### src/rtl/down_count_timer_pkg.sv
// Shared types and helpers for the down_count_timer block.
package down_count_timer_pkg;

  typedef enum logic [1:0] {
    IDLE  = 2'b00,
    RUN   = 2'b01,
    PAUSE = 2'b10
  } state_t;

  // Width of the prescale counter. This is $clog2(PRESCALE), but never
  // less than 1, so that PRESCALE=1 still gets a legal vector.
  function automatic int pcnt_width(input int prescale);
    int w;
    w = $clog2(prescale);
    return (w < 1) ? 1 : w;
  endfunction

endpackage

### src/rtl/down_count_timer_tick_prescaler.sv
// tick_prescaler: counts qualified tick_en pulses and emits one step every
// PRESCALE of them. clr has priority and returns the count to zero.
module tick_prescaler
  import down_count_timer_pkg::*;
#(
  parameter int PRESCALE = 1
) (
  input  logic clk,
  input  logic reset,
  input  logic en,
  input  logic clr,
  output logic step
);

  localparam int              PW   = pcnt_width(PRESCALE);
  localparam logic [PW-1:0]   LAST = PW'(PRESCALE - 1);

  logic [PW-1:0] pcnt_q;
  logic [PW-1:0] pcnt_d;

  // A step is the enabled tick that lands on the last prescale slot.
  assign step = en && (pcnt_q == LAST);

  // Next prescale count: clear, wrap on step, or advance on enabled tick.
  always_comb begin
    pcnt_d = pcnt_q;
    if (clr) begin
      pcnt_d = '0;
    end else if (step) begin
      pcnt_d = '0;
    end else if (en) begin
      pcnt_d = pcnt_q + PW'(1);
    end
  end

  // Prescale count register.
  always_ff @(posedge clk or posedge reset) begin
    if (reset) begin
      pcnt_q <= '0;
    end else begin
      pcnt_q <= pcnt_d;
    end
  end

endmodule

### src/rtl/down_count_timer.sv
// down_count_timer: loadable down-counter with IDLE/RUN/PAUSE control and a
// one-cycle done pulse. Optional periodic mode is enabled by defining
// DOWN_COUNT_TIMER_AUTO_RELOAD_EN; without it the timer is one-shot.
//
// Handshake: there is no valid/ready pair. load, start and pause are sampled
// on every rising edge; start is only honoured in IDLE, pause is a level.
module down_count_timer
  import down_count_timer_pkg::*;
#(
  parameter int WIDTH    = 3,
  parameter int PRESCALE = 1
) (
  input  logic             clk,
  input  logic             reset,
  input  logic             tick_en,
  input  logic             load,
  input  logic [WIDTH-1:0] load_val,
  input  logic             start,
  input  logic             pause,
  output logic [WIDTH-1:0] Q,
  output logic             busy,
  output logic             done
);

`ifdef DOWN_COUNT_TIMER_AUTO_RELOAD_EN
  localparam bit AUTO_RELOAD = 1'b1;
`else
  localparam bit AUTO_RELOAD = 1'b0;
`endif

  state_t           state_q, state_d;
  logic [WIDTH-1:0] count_q, count_d;
  logic [WIDTH-1:0] reload_q, reload_d;
  logic             done_q, done_d;
  logic             step;
  logic             pcnt_en;
  logic             pcnt_clr;

  // The prescaler only advances while running.
  assign pcnt_en = tick_en && (state_q == RUN);

  tick_prescaler #(
    .PRESCALE (PRESCALE)
  ) u_prescaler (
    .clk   (clk),
    .reset (reset),
    .en    (pcnt_en),
    .clr   (pcnt_clr),
    .step  (step)
  );

  // Next-state, count, reload and done logic. load wins over everything
  // that would touch the count in the same cycle.
  always_comb begin
    state_d  = state_q;
    count_d  = count_q;
    reload_d = reload_q;
    done_d   = 1'b0;
    pcnt_clr = load;

    if (load) begin
      count_d  = load_val;
      reload_d = load_val;
    end

    case (state_q)
      IDLE: begin
        if (start) begin
          state_d  = RUN;
          pcnt_clr = 1'b1;
        end
      end
      RUN: begin
        if (!load) begin
          if (pause) begin
            state_d = PAUSE;
          end else if (count_q == '0) begin
            // Started (or loaded) at zero: finish without consuming steps.
            done_d  = 1'b1;
            state_d = IDLE;
          end else if (step) begin
            if (count_q == WIDTH'(1)) begin
              done_d = 1'b1;
              if (AUTO_RELOAD && (reload_q != '0)) begin
                count_d = reload_q;
              end else begin
                count_d = '0;
                state_d = IDLE;
              end
            end else begin
              count_d = count_q - WIDTH'(1);
            end
          end
        end
      end
      PAUSE: begin
        if (!pause) begin
          state_d = RUN;
        end
      end
      default: begin
        state_d = IDLE;
      end
    endcase

    // Any exit from RUN restarts the prescale phase.
    if ((state_q == RUN) && (state_d != RUN)) begin
      pcnt_clr = 1'b1;
    end
  end

  // State, count, reload and done registers.
  always_ff @(posedge clk or posedge reset) begin
    if (reset) begin
      state_q  <= IDLE;
      count_q  <= '0;
      reload_q <= '0;
      done_q   <= 1'b0;
    end else begin
      state_q  <= state_d;
      count_q  <= count_d;
      reload_q <= reload_d;
      done_q   <= done_d;
    end
  end

  assign Q    = count_q;
  assign busy = (state_q != IDLE);
  assign done = done_q;

endmodule

### config.mk
export PLATFORM = sky130hd
export DESIGN_NAME = down_count_timer
export DESIGN_NICKNAME = d
export VERILOG_FILES = /design/src/rtl/down_count_timer_pkg.sv /design/src/rtl/down_count_timer_tick_prescaler.sv /design/src/rtl/down_count_timer.sv
export SDC_FILE = /design/constraint.sdc
export NUM_CORES = 1
export LEC_CHECK = 0
export ABC_AREA = 1
export CAP_MARGIN = 5
export CORE_MARGIN = 8
export CORE_UTILIZATION = 23
export DETAILED_ROUTE_END_ITERATION = 16
export PLACE_DENSITY = 0.53
export REMOVE_ABC_BUFFERS = 1
export SYNTH_ARGS = -nofsm -noshare
export SYNTH_HDL_FRONTEND = slang
export SYNTH_HIERARCHICAL = 1
export SYNTH_SLANG_ARGS = --single-unit
export TNS_END_PERCENT = 5
### constraint.sdc
create_clock -name clk -period 1.35 [get_ports clk]
set_input_delay 0.27 -clock clk [delete_from_list [all_inputs] [get_ports clk]]
set_output_delay 0.27 -clock clk [all_outputs]
set_load 0.05 [all_outputs]
==> flow_summary.toml <==
[status]
status = "finished with violations"
violations = "setup timing"

[detailed_routing]
drtIter0Drc = 15
wire_per_inst_um = 9.748
viasPerCell = 4.071
drc = 0
wirelength_mm = 1.238
drtAntennaViolNets = 0
drt-pass1-iter-count = 5
vias = 517

[clock_tree]
cts_root_buf = "clkbuf_4"
cts_inserted_buffers = 3
clock_sinks = 7
postCtsHoldBufs = 0
clk_pin_slew_ns = 0.06
cts_buffer_depth = 2
clk_latency_ns = 0.26
tritoncts = "done"
htree_levels = 1

[timing]
finalHoldViolCount = 0
maxSlewViolCount = 0
fin_crit_ns = 1.372
worst_clock_skew_ns = 0.0004636
timing.final.crit_share_pct = 101.7
max_freq_mhz = 728.7
final.setup.tns_ns = -0.03238
worst_pin_slew_ns = 0.2672
setup_viol = 2
worst_slack_ns = -0.02230
relSlewSlack_pct = 82.17
hold_slack_ns = 0.1695
grt_setup_unrepaired = "yes"

[finish]
layout.cells.non_filler = 127
area_delta_synth_final_pct = 72.35
seqCellArea_sq_um = 175.2
multi_input_area_sq_um = 259.0
nNetsFinal = 113
num-fill-cells = 205
drive_gt1_share_pct = 31.00
num_antenna_cells = 0
stdcell_area_sq_um = 834.6
utilization_pct = 42.11
final_cell_mix = "inv_1, buf_4, nand2_1"
final_common_cell = "inv_1"

[synthesis]
synth-warning-count = 6
netlist_area_sq_um = 484.2
synth_seq_area_share_pct = 36.18
synth.ff_latch_count = 7
synth_cells = 70
yosys.cell_types.count = 16
synth_area_per_cell_sq_um = 6.917

[place]
io_buffers = 13
pre_cts_ws_ns = -0.3215
dp.cells = 120
dp.final_hpwl_um = 944.1
place_area_sq_um = 773.2
gp_congestion = 0.7974

[setup_path]
cp-startpoint = "state_q[1]$_DFF_PP0_"
worst-r2r-setup-slack_ns = -0.01
r2r_cells = 11
arrival_ns = 1.10
end_kind = "output port"
cpMaxStageDelayCell = "dfrtp_1"
worstPathCellList = "buf_4 > nor2_1 > inv_1 > buf_12"
max_stage_delay_ns = 0.39
critical_path_required_ns = 1.08
cp_max_fo = 3
r2r-end = "Q[2]$_DFF_PP0_"
worst_setup_path_start_kind = "flip-flop"
worstSetupPathType = "flip-flop to output port"
worstReg2RegStart = "state_q[1]$_DFF_PP0_"

[die]
die_area_sq_um = 3830
num_io_pins = 14
dieHeight_um = 61.89
die_w_um = 61.89
core_sq_um = 1982
initial_core_util_pct = 24.43
row_count = 16

[grt]
first_global_vias = 509
antenna_found_initial = 0
grt_max_degree = 7
grt_pass1_wl_mm = 2.139
grtUsageTotal_pct = 7.466
grt_overflow = 0

[power]
finalPower_mw = 1.196
ir_drop_mv = 0.5319
p_per_area_nw_per_um2 = 1433
total_leakage_power_nw = 0.4263

[min_path]
min_path_type = "input pin to asynchronous set/reset pin"

[flow_run]
maxCapViolCount = 0
[flip-flops by register name, indices dropped and copies added, names as in the netlist]
register,flops
done,1
u_prescaler/pcnt_q,1
Q,3
state_q,2
[timing repair]
| item | CTS | global route |
|---|---|---|
| pin swaps | 2 | 2 |
| endpoints found under the hold margin | 0 | 0 |
| setup endpoints to repair | 6 | 7 |
| setup buffers | 2 | 1 |
| gates resized for setup | 4 | 2 |
[area by class of cell]
cell class	count	area share, %
repair buffers	26	33.58
multi-input cells	47	31.03
flip-flops and latches	7	20.99
inverters	16	7.196
well taps	27	4.048
clock buffers	4	3.148
[worst max-delay path, delay by kind of cell, from the launching register on]
kind | cells | cell delay, ns
buffers and inverters | 3 | 0.37
AND/OR/NAND/NOR | 1 | 0.09
flip-flops | 1 | 0.39
[kinds of logic after synthesis]
| group | Yosys count | synth area share (%) |
|---|---|---|
| AND/OR/NAND/NOR | 39 | 37.99 |
| AO/OA/AOI/OAI | 5 | 5.683 |
| adder cells (fa/ha/maj) | 3 | 7.753 |
| flip-flops | 7 | 36.18 |
| buffers and inverters | 16 | 12.40 |
[synthesized netlist by cell type]
library cell / instances / area, sq um
nand2_2: 2 / 12.51
nand3_1: 10 / 50.05
inv_2: 1 / 3.750
inv_1: 15 / 56.30
o21ai_1: 1 / 5.000
or2_0: 1 / 6.260
dfrtp_1: 7 / 175.2
a211oi_1: 1 / 7.510
or2_2: 1 / 6.260
nor2_4: 1 / 11.26
nor2_1: 10 / 37.54
nor2_2: 2 / 12.51
a21oi_1: 3 / 15.01
nand4_1: 1 / 6.260
nand2_1: 11 / 41.29
ha_1: 3 / 37.54
[worst max-delay path by stage]
| stage | to |
|---|---|
| floorplan | Q[2]$_DFF_PP0_ |
| global placement | u_prescaler/pcnt_q$_DFFE_PP0P_ |
| detailed placement | Q[2]$_DFF_PP0_ |
| CTS | busy |
| global route | Q[2]$_DFF_PP0_ |
| finish | busy |
[power breakdown]
part	internal (mW)	switching [mW]	total, mW
clock	0.114	0.0894	0.203
combinational	0.353	0.361	0.714
sequential	0.247	0.0313	0.279
total	0.714	0.482	1.20
[metal layers]
layer | routed length, um | part of all wire [%] | track usage [%]
met5 | 0 | 0 | 0
met4 | 13 | 1.1 | 2.922
met3 | 138 | 11 | 3.292
met2 | 507 | 41 | 11.08
met1 | 578 | 47 | 9.187
Power figures use the tool's default switching activity.
